===== config.mk =====
export PLATFORM = sky130hd
export DESIGN_NAME = core_scheduler_flat
export DESIGN_NICKNAME = d
export VERILOG_FILES = /design/src/rtl/core_scheduler_if.sv /design/src/rtl/core_scheduler.sv /design/src/flat_wrapper.sv
export SDC_FILE = /design/constraint.sdc
export NUM_CORES = 1
export LEC_CHECK = 0
export CORE_MARGIN = 4
export CORE_UTILIZATION = 41
export DETAILED_ROUTE_END_ITERATION = 12
export MAX_ROUTING_LAYER = met4
export PLACE_DENSITY = 0.86
export SYNTH_ARGS = -nofsm -noshare
export SYNTH_HDL_FRONTEND = slang
export SYNTH_SLANG_ARGS = --single-unit

===== constraint.sdc =====
create_clock -name clk -period 2.5 [get_ports clk]
set_input_delay 0.25 -clock clk [delete_from_list [all_inputs] [get_ports clk]]
set_output_delay 0.25 -clock clk [all_outputs]
set_load 0.005 [all_outputs]

===== src/rtl/core_scheduler_if.sv =====
// Scheduler <-> dispatcher/datapath bundle: task start/done, fetch
// handshake, decoded-instruction flags, LSU busy and perf counters.
interface core_scheduler_if #(
    parameter int PC_BITS = 8,
    parameter int LANES   = 4
);
    logic               start;
    logic               done;
    logic               fetch_req;
    logic               fetch_valid;
    logic               decoded_mem_access;
    logic               decoded_ret;
    logic               decoded_branch;
    logic [PC_BITS-1:0] branch_target;
    logic [LANES-1:0]   lsu_busy;
    logic [2:0]         core_state;
    logic [PC_BITS-1:0] current_pc;
    logic [15:0]        instr_retired;
    logic [15:0]        stall_cycles;

    modport master (
        input  start,
        input  fetch_valid,
        input  decoded_mem_access,
        input  decoded_ret,
        input  decoded_branch,
        input  branch_target,
        input  lsu_busy,
        output done,
        output fetch_req,
        output core_state,
        output current_pc,
        output instr_retired,
        output stall_cycles
    );

    modport slave (
        output start,
        output fetch_valid,
        output decoded_mem_access,
        output decoded_ret,
        output decoded_branch,
        output branch_target,
        output lsu_busy,
        input  done,
        input  fetch_req,
        input  core_state,
        input  current_pc,
        input  instr_retired,
        input  stall_cycles
    );
endinterface


===== src/rtl/core_scheduler.sv =====
// Per-core instruction sequencer: FETCH..UPDATE stepping, PC, stalls.
// Define SCHED_PERF_CNT_EN to build the retired/stall perf counters.
module core_scheduler #(
    parameter int                 PC_BITS  = 8,
    parameter int                 LANES    = 4,
    parameter logic [PC_BITS-1:0] START_PC = '0
) (
    input logic              clk,
    input logic              reset,
    core_scheduler_if.master bus
);

    typedef enum logic [2:0] {
        IDLE    = 3'b000,
        FETCH   = 3'b001,
        DECODE  = 3'b010,
        REQUEST = 3'b011,
        WAIT    = 3'b100,
        EXECUTE = 3'b101,
        UPDATE  = 3'b110,
        DONE    = 3'b111
    } state_t;

    state_t             state_q, state_d;
    logic [PC_BITS-1:0] pc_q, pc_d;
    logic               done_q, done_d;
    logic               wait_q, wait_d;
    logic [LANES-1:0]   busy;

    assign busy = bus.lsu_busy;

    always_ff @(posedge clk) begin
        if (reset) begin
            state_q <= IDLE;
            pc_q    <= START_PC;
            done_q  <= 1'b0;
            wait_q  <= 1'b0;
        end else begin
            state_q <= state_d;
            pc_q    <= pc_d;
            done_q  <= done_d;
            wait_q  <= wait_d;
        end
    end

    // wait_q marks WAIT cycles after the LSU issue cycle
    always_comb begin
        state_d = state_q;
        pc_d    = pc_q;
        done_d  = done_q;
        wait_d  = 1'b0;
        unique case (state_q)
            IDLE: begin
                if (bus.start) begin
                    state_d = FETCH;
                    pc_d    = START_PC;
                end
            end
            FETCH: begin
                if (bus.fetch_valid) state_d = DECODE;
            end
            DECODE:  state_d = REQUEST;
            REQUEST: state_d = WAIT;
            WAIT: begin
                if (!bus.decoded_mem_access ||
                    (wait_q && busy == '0)) begin
                    state_d = EXECUTE;
                end else begin
                    wait_d = 1'b1;
                end
            end
            EXECUTE: state_d = UPDATE;
            UPDATE: begin
                if (bus.decoded_ret) begin
                    state_d = DONE;
                    done_d  = 1'b1;
                end else if (bus.decoded_branch) begin
                    state_d = FETCH;
                    pc_d    = bus.branch_target;
                end else begin
                    state_d = FETCH;
                    pc_d    = pc_q + PC_BITS'(1);
                end
            end
            DONE: begin
                if (bus.start) begin
                    state_d = FETCH;
                    pc_d    = START_PC;
                    done_d  = 1'b0;
                end
            end
        endcase
    end

    assign bus.core_state = state_q;
    assign bus.fetch_req  = (state_q == FETCH);
    assign bus.current_pc = pc_q;
    assign bus.done       = done_q;

`ifdef SCHED_PERF_CNT_EN
    logic [15:0] retired_q, stall_q;
    logic        accept, stall_tick;

    assign accept = bus.start &&
                    (state_q == IDLE || state_q == DONE);
    assign stall_tick = (state_q == FETCH && !bus.fetch_valid) ||
                        (state_q == WAIT && wait_q);

    always_ff @(posedge clk) begin
        if (reset || accept) begin
            retired_q <= '0;
            stall_q   <= '0;
        end else begin
            if (state_q == UPDATE && retired_q != 16'hFFFF)
                retired_q <= retired_q + 16'd1;
            if (stall_tick && stall_q != 16'hFFFF)
                stall_q <= stall_q + 16'd1;
        end
    end

    assign bus.instr_retired = retired_q;
    assign bus.stall_cycles  = stall_q;
`else
    assign bus.instr_retired = 16'h0000;
    assign bus.stall_cycles  = 16'h0000;
`endif

endmodule


===== src/flat_wrapper.sv =====
// flat-port wrapper written by rule: the top's interface ports become plain ports
module core_scheduler_flat 
#(
    parameter int                 PC_BITS  = 8,
    parameter int                 LANES    = 4,
    parameter logic [PC_BITS-1:0] START_PC = '0
)
  (clk, reset, bus_start, bus_fetch_valid, bus_decoded_mem_access, bus_decoded_ret, bus_decoded_branch, bus_branch_target, bus_lsu_busy, bus_done, bus_fetch_req, bus_core_state, bus_current_pc, bus_instr_retired, bus_stall_cycles);
  core_scheduler_if #(.PC_BITS(PC_BITS), .LANES(LANES)) bus_i ();
  input logic clk;
  input logic reset;
  input wire logic [$bits(bus_i.start)-1:0] bus_start;
  input wire logic [$bits(bus_i.fetch_valid)-1:0] bus_fetch_valid;
  input wire logic [$bits(bus_i.decoded_mem_access)-1:0] bus_decoded_mem_access;
  input wire logic [$bits(bus_i.decoded_ret)-1:0] bus_decoded_ret;
  input wire logic [$bits(bus_i.decoded_branch)-1:0] bus_decoded_branch;
  input wire logic [$bits(bus_i.branch_target)-1:0] bus_branch_target;
  input wire logic [$bits(bus_i.lsu_busy)-1:0] bus_lsu_busy;
  output wire logic [$bits(bus_i.done)-1:0] bus_done;
  output wire logic [$bits(bus_i.fetch_req)-1:0] bus_fetch_req;
  output wire logic [$bits(bus_i.core_state)-1:0] bus_core_state;
  output wire logic [$bits(bus_i.current_pc)-1:0] bus_current_pc;
  output wire logic [$bits(bus_i.instr_retired)-1:0] bus_instr_retired;
  output wire logic [$bits(bus_i.stall_cycles)-1:0] bus_stall_cycles;
  assign bus_i.start = bus_start;
  assign bus_i.fetch_valid = bus_fetch_valid;
  assign bus_i.decoded_mem_access = bus_decoded_mem_access;
  assign bus_i.decoded_ret = bus_decoded_ret;
  assign bus_i.decoded_branch = bus_decoded_branch;
  assign bus_i.branch_target = bus_branch_target;
  assign bus_i.lsu_busy = bus_lsu_busy;
  assign bus_done = bus_i.done;
  assign bus_fetch_req = bus_i.fetch_req;
  assign bus_core_state = bus_i.core_state;
  assign bus_current_pc = bus_i.current_pc;
  assign bus_instr_retired = bus_i.instr_retired;
  assign bus_stall_cycles = bus_i.stall_cycles;
  core_scheduler #(.PC_BITS(PC_BITS), .LANES(LANES), .START_PC(START_PC)) u_core (.clk(clk), .reset(reset), .bus(bus_i));
endmodule

---- Word level (Yosys, flattened, before mapping) ----
Index checks and enable logic that the tools add are counted.
storage, ports and cells
  input port bits ......................... 19
  word-level logic and storage cells ...... 44
  flip-flop bits (word level) ............. 13
  output and inout bits ................... 45
cells by class
  add/sub/neg operators ................... 1
  reduce and logical (&&, ||, !) cells .... 12
  mux-type cells .......................... 13
  equality and inequality tests ........... 13
  bitwise gates (word level) .............. 1
operators by type and width
  kind                 number
  $mux 8               3
  $pmux 3 s7           1
  $pmux 8 s2           1
  $eq 3x3->1 const B   4
  $mux 3               4
  $reduce_and 3->1     3
  $add 8x1->8 const B  1
  $ne 2x2->1 const B   4
  $eq 3x2->1 const B   2
  $logic_not 4->1      1
  $ne 2x1->1 const B   2
  $reduce_bool 2->1    2
  $reduce_or 2->1      2
  $eq 3x1->1 const B   1
  $logic_not 3->1      1
  $mux 1               3
  $pmux 1 s2           1
  $logic_and 1x1->1    1
  $logic_not 1->1      1
  $logic_or 1x1->1     1
  $not 1->1            1

---- Longest topological paths before layout ----
Gate-level depths: netlist of run 1.
  depth after elaboration ................. 5
  depth in mapped cells ................... 6

---- Worst setup path after synthesis of run 1 ----
Ideal clock, no wire load.
  kind .................................... register -> register
  start point ............................. register u_core.pc_q[0], in the netlist u_core.bus.current_pc[0]
  end point ............................... register u_core.pc_q[6], in the netlist u_core.bus.current_pc[6]
  arrival ................................. 1.326 ns
  clock period less this slack ............ 1.418 ns
  stages on the path, launching flop included .. 6
  data required time ...................... 2.408 ns
  path slack .............................. 1.082 ns
  path through ............................ dfxtp_1 ha_1 nand3_1 or3_1 o31a_1 o32ai_1
between the ends
  word-level cells in the longest chain between the ends .. 4
ends and longest elaborated chain
  element                 line                  RTL
  start, declared         core_scheduler.sv:25  logic [PC_BITS-1:0] pc_q, pc_d;
  start signal, assigned  core_scheduler.sv:40  pc_q <= pc_d;
  $add 8x1->8             core_scheduler.sv:82  pc_d = pc_q + PC_BITS'(1);
  $mux 8                  core_scheduler.sv:77  end else if (bus.decoded_branch) begin
  $mux 8                  core_scheduler.sv:74  if (bus.decoded_ret) begin
  $pmux 8 s2              core_scheduler.sv:52  unique case (state_q)
No other way between the ends. The select of a mux whose other input is x is not followed.
A chain may end at the register's enable or synchronous reset.

---- Worst setup path after layout of run 1 ----
  start point ............................. register u_core.state_q[0], in the netlist u_core.bus.core_state[0]
  end point ............................... output bus_fetch_req
between the ends
  word-level cells in the longest chain between the ends .. 1
ends and longest elaborated chain
  element                 line                  RTL
  start, declared         core_scheduler.sv:24  state_t state_q, state_d;
  start signal, assigned  core_scheduler.sv:39  state_q <= state_d;
  $eq 3x1->1              core_scheduler.sv:96  assign bus.fetch_req = (state_q == FETCH);
  end, declared           flat_wrapper.sv:20    output wire logic [$bits(bus_i.fetch_req)-1:0] bus_fetch_req;
No other way between the ends.

==> impl_metrics.ini, run 1 <==
[routing]
wl_per_cell_um = 13.7
totalWireLength_um = 2650
ant_nets = 0
via_per_inst = 5.31
num_vias = 1030
drt_iter0_drc = 50
drt_drc_violations_left = 0
dr.pass1.iters = 4

[logic_synthesis]
yosys-top-cells-area = dfxtp_1 (24%), buf_4 (22%), nor2_1 (4.1%)
yosys.area.top_type = dfxtp_1
ys_types = 45
ys_ff_latch = 13
yosys.area.top_type_share_pct = 23.6
ys_seq_area_share_pct = 23.6
synth_ff_type = dfxtp_1
synth-async-reset-ratio_pct = 0
synth.avg_cell_area_sq_um = 8.10
synth.most_common_cell = buf_4
yosysWarnings = 0
synthTopCellsByCount = buf_4 (32), dfxtp_1 (13), nor2_1 (12), nand2_1 (10), inv_1 (6)
synth_edf_count = 0
synthCells = 136
syn_area_sq_um = 1100

[floorplanning]
core_sq_um = 2520
die_w_um = 59.8
row_count = 18
dieArea_sq_um = 3580
start_util_pct = 43.7
boundaryPins = 64
fp.dieH_um = 59.8

[clock_tree]
cts_root_buffer = clkbuf_4
postCtsHoldBufs = 0
cts_buffer_depth = 2
numCtsBuffers = 3
cts.sinks = 13
post-cts-setup-buffers = 0
htreeDepth = 1
cts_resized = 0
clk_pin_slew_ps = 80
cts_tree = done
clk_latency_ps = 270

[timing]
setup_viol_count_final = 0
worst-slew-pin-transition_ps = 575
relSlewSlack_pct = 61.6
grt_setup_unrepaired = false
final-hold-violation-count = 0
fin_crit_ps = 1950
fmax_mhz = 513
fin_crit_sh_pct = 78.0
finClkSkew_ps = 2.80
tns_ps = 0
drv_slew = 0
setup_slack_ps = 550

[worst_setup_path]
r2r-start = u_core.bus.core_state[2]$_SDFFE_PP0P_
startpoint = u_core.bus.core_state[0]$_SDFFE_PP0P_
required_ps = 2250
critPathLaunchType = flip-flop
reg2reg_slack_ps = 840
cp-end-kind = output pin
path_class = reg2out
critPathMaxFanout = 12
arrival_ps = 1700

[placed_design]
gp_congestion = 0.863
place_ws_ps = 596
dp_hpwl_um = 2080
port_buffers = 31

[cells_and_area]
syn2layout_area_growth_pct = 19.1
regArea_sq_um = 260
num-nets-final = 185
antenna_cells = 0
drive_above_1_share_pct = 6.71
fill_cells = 240
multi_input_area_sq_um = 651

[global_routing]
grt_max_degree = 18
grtUsageTotal_pct = 15.5
grt_pass1_vias = 946
grt_pass1_wl_um = 4150
grt-ovfl-total = 0
antenna_found_initial = 0

[power]
ir_drop_mv = 0.262
p_leak_nw = 0.500
power.density_nw_per_um2 = 444

[run_status]
status = completed

[run]
maxCapViolations = 0

[worst_hold_path]
hold_path_class = reg2reg
hold_start = u_core.bus.done$_SDFFE_PP0P_
## placed cells by master, fill, tap and decap left out, types with 2 or more instances in the layout
cell type / count
a211oi_1: 2
a21oi_1: 4
a22o_1: 2
a22oi_1: 3
a31oi_1: 4
a32o_1: 2
a32oi_1: 2
clkbuf_4: 3
clkdlybuf4s50_1: 31
conb_1: 32
dfxtp_1: 13
inv_1: 6
nand2_1: 10
nand3_1: 3
nor2_1: 12
nor2_4: 2
o21ai_0: 2
o2bb2ai_1: 2
o31ai_1: 2
o32ai_1: 3
## power by group
part           internal (mW)  switching [mW]
clock network         0.0618          0.0689
logic                  0.101          0.0968
registers              0.218          0.0361
## critical path, stage by stage (launching register included)
cell,delay (ps)
dfxtp_1,640
nand2b_1,150
nor2_1,130
clkdlybuf4s50_1,510
## kinds of logic (layout without fill, tap and decap cells)
family,after synthesis,count (layout),synth area share (%)
other,1,32,0.341
DFF,13,13,23.6
muxes,1,1,0.909
buffers and inverters,45,42,27.8
adders and majority gates,1,1,1.14
AOI/OAI and AO/OA,34,34,25.0
and+or+nand+nor,41,41,21.1
## registers in the layout, indices dropped and copies added, names as in the netlist
name,cells
u_core.bus.core_state,3
u_core.bus.current_pc,8
u_core.bus.done,1
u_core.wait_q,1
## cell type report
cell class	count	share of cell area, %
repair buffers	31	23.7
inverters	7	2.00
well taps	30	2.86
multi-input cells	109	49.6
clock buffers	4	2.00
flip-flops and latches	13	19.8
## per-layer routing
layer | up-vias | global-route usage [%] | routed length [um]
li1 | 484 | - | -
met1 | 475 | 17.0 | 1010
met2 | 63 | 27.2 | 1310
met3 | 8 | 2.81 | 273
met4 | 0 | 6.65 | 55
met5 | - | - | 0
## through the flow
stage          cell area (sq um)  hold WS [ps]  utilization (%)  instances  power (mW)
6_report                    1310           526             52.0        194       0.582
2_1_floorplan               1220           347                -        167       0.420
3_3_place_gp                1280           496             50.9        190       0.441
5_1_grt                     1310           572             52.0        194       0.616
4_1_cts                     1310           535             52.0        194       0.581
3_5_place_dp                1280           516             50.9        190       0.452
## worst paths after layout
| path | end | cells past startpoint |
|---|---|---|
| min reg2reg | u_core.bus.done$_SDFFE_PP0P_ | 2 |
| max | bus_fetch_req | 3 |
| min | u_core.bus.done$_SDFFE_PP0P_ | 2 |
| max reg2reg | u_core.bus.current_pc[2]$_SDFFE_PP0P_ | 4 |
Power figures use the tool's default switching activity.
==> inputs of run 2 (changes only) <==
--- a/config.mk
+++ b/config.mk
@@ -6,10 +6,10 @@
 export NUM_CORES = 1
 export LEC_CHECK = 0
 export CORE_MARGIN = 4
-export CORE_UTILIZATION = 41
+export CORE_UTILIZATION = 38
 export DETAILED_ROUTE_END_ITERATION = 12
 export MAX_ROUTING_LAYER = met4
-export PLACE_DENSITY = 0.86
+export PLACE_DENSITY = 0.81
 export SYNTH_ARGS = -nofsm -noshare
 export SYNTH_HDL_FRONTEND = slang
 export SYNTH_SLANG_ARGS = --single-unit
==> constraint.sdc (replaced) <==
create_clock -name clk -period 2 [get_ports clk]
set_input_delay 0.2 -clock clk [delete_from_list [all_inputs] [get_ports clk]]
set_output_delay 0.2 -clock clk [all_outputs]
set_load 0.005 [all_outputs]
==> run 2 against run 1 <==
Global-route usage down 2.0 points. Clock power increased by 35%. Design area up 1.2%. Sequential share of layout area is 0.24 points lower. Clock-buffer cell count unchanged. Combinational power increased by 22%. Critical endpoint unchanged. Largest power group unchanged. Via count down 3.6%. Critical path type unchanged.
==> impl_metrics.ini, run 2 (synthesis results as in run 1) <==
[run_status]
status = completed

[worst_setup_path]
arrival_ps = 1690
cp_num_buf_inv = 1
path_delay_family = flip-flops
startpoint = u_core.bus.core_state[0]$_SDFFE_PP0P_
critPathMaxFanout = 12
slowest_delay_ps = 640
r2r_end = u_core.bus.current_pc[5]$_SDFFE_PP0P_
cp-end-kind = output pin
cp_cell_sequence = nand2b_1 > nor2_1 > clkdlybuf4s50_1
slowest_stage = dfxtp_1
path_class = reg2out
worstSetupPathDepth = 3
reg2reg_slack_ps = 350
critPathLaunchType = flip-flop
required_ps = 1800
r2r-start = u_core.bus.core_state[2]$_SDFFE_PP0P_
crit_path_end = bus_fetch_req
worstRegToRegCells = 4

[floorplanning]
core_sq_um = 2760
start_util_pct = 39.9
die_w_um = 61.8
dieArea_sq_um = 3820
fp.dieH_um = 61.8
row_count = 19
boundaryPins = 64

[power]
switching_power_mw = 0.257
p_int_mw = 0.478
p_leak_nw = 0.509
swShare_pct = 35.0
ir_drop_mv = 0.316
p_comb_share_pct = 32.9
power.density_nw_per_um2 = 554
p_clk_share_pct = 24.1
seq_power_share_pct = 43.0

[clock_tree]
cts.sinks = 13
cts_resized = 0
clk_latency_ps = 300
cts_buffer_depth = 2
postCtsHoldBufs = 0
numCtsBuffers = 3
post-cts-setup-buffers = 0
htreeDepth = 1
cts_tree = done
cts_root_buffer = clkbuf_4
clk_pin_slew_ps = 90

[timing]
fmax_mhz = 530
grt_setup_unrepaired = false
setup_slack_ps = 112
tns_ps = 0
drv_slew = 0
finClkSkew_ps = 4.27
setup_viol_count_final = 0
final-hold-violation-count = 0
fin_crit_sh_pct = 94.4
fin_crit_ps = 1890

[placed_design]
place_inst = 193
dp_hpwl_um = 1900
placed_area_sq_um = 1300
gp_congestion = 0.862
place_ws_ps = 248
port_buffers = 31

[cells_and_area]
multi_input_area_sq_um = 651
largest_register_ffs = 8
layout_commonest_cell = conb_1
drive_above_1_share_pct = 7.83
final_cell_mix = conb_1 (32), clkdlybuf4s50_1 (31), dfxtp_1 (13)
antenna_cells = 0
regArea_sq_um = 260
syn2layout_area_growth_pct = 20.6
fill_cells = 280
fin_area_sq_um = 1330
num-nets-final = 187
finalNonFillerCells = 197

[routing]
via_per_inst = 5.04
wl_per_cell_um = 12.5
ant_nets = 0
totalWireLength_um = 2470
drt_iter0_drc = 29
num_vias = 993
dr.pass1.iters = 4
drt_drc_violations_left = 0

[global_routing]
antenna_found_initial = 0
grt_pass1_wl_um = 3650
grt_max_degree = 15
grt_pass1_vias = 823
grt-ovfl-total = 0
grtUsageTotal_pct = 13.5

[worst_hold_path]
hold_path_class = reg2reg

[run]
maxCapViolations = 0
## run 2: changes by cell type in the layout (fill, tap and decap cells not counted)
cell and delta:
buf_4 +2
## run 2: worst reg2reg max path: stages, from the launching register on
cell	delay, ps
dfxtp_1	630
nand4bb_1	250
nor2_1	320
a22oi_1	120
o32ai_1	240
## run 2: power groups by stage
stage	clock network [mW]	logic (mW)	registers, mW
5_1_grt	0.190	0.267	0.321
6_report	0.177	0.242	0.316
3_3_place_gp	0	0.235	0.322
2_1_floorplan	0	0.235	0.290
4_1_cts	0.175	0.240	0.316
3_5_place_dp	0	0.239	0.322
## run 2: area by class of cell
class | count | area share, %
clock buffer | 4 | 1.98
tap | 31 | 2.92
multi-input combinational | 109 | 49.0
sequential | 13 | 19.6
inverter | 7 | 1.98
timing repair buffer | 33 | 24.5
## run 2: how the worst min path moves through the flow
stage,depth (start not counted),slack [ps],from,to
finish,2,520,u_core.bus.current_pc[6]$_SDFFE_PP0P_,u_core.bus.current_pc[6]$_SDFFE_PP0P_
global route,2,580,u_core.bus.current_pc[2]$_SDFFE_PP0P_,u_core.bus.current_pc[2]$_SDFFE_PP0P_
floorplan,1,300,bus_start,u_core.bus.core_state[1]$_SDFFE_PP0P_
detailed placement,2,500,u_core.bus.done$_SDFFE_PP0P_,u_core.bus.done$_SDFFE_PP0P_
CTS,2,520,u_core.bus.current_pc[6]$_SDFFE_PP0P_,u_core.bus.current_pc[6]$_SDFFE_PP0P_
global placement,2,500,u_core.bus.done$_SDFFE_PP0P_,u_core.bus.done$_SDFFE_PP0P_
## run 2: metrics by stage
step                util, %  total power [mW]  hold WS (ps)
floorplan                 -             0.525           297
global placement       47.2             0.557           504
detailed placement     47.2             0.560           503
CTS                    48.1             0.731           523
global route           48.1             0.778           577
finish                 48.1             0.736           520
## run 2: routing by layer
metal / part of all wire, % / global-route usage, % / up-vias
met3: 8.9 / 2.27 / 6
met5: 0 / - / -
li1: - / - / 489
met1: 41 / 16.0 / 460
met2: 48 / 20.8 / 38
met4: 2.7 / 9.09 / 0
==> inputs of run 3 (changes only) <==
--- a/config.mk
+++ b/config.mk
@@ -5,6 +5,7 @@
 export SDC_FILE = /design/constraint.sdc
 export NUM_CORES = 1
 export LEC_CHECK = 0
+export CAP_MARGIN = 20
 export CORE_MARGIN = 4
 export CORE_UTILIZATION = 38
 export DETAILED_ROUTE_END_ITERATION = 12
==> results of run 3 <==
Final layout, timing and power as in run 2 (identical DEF).
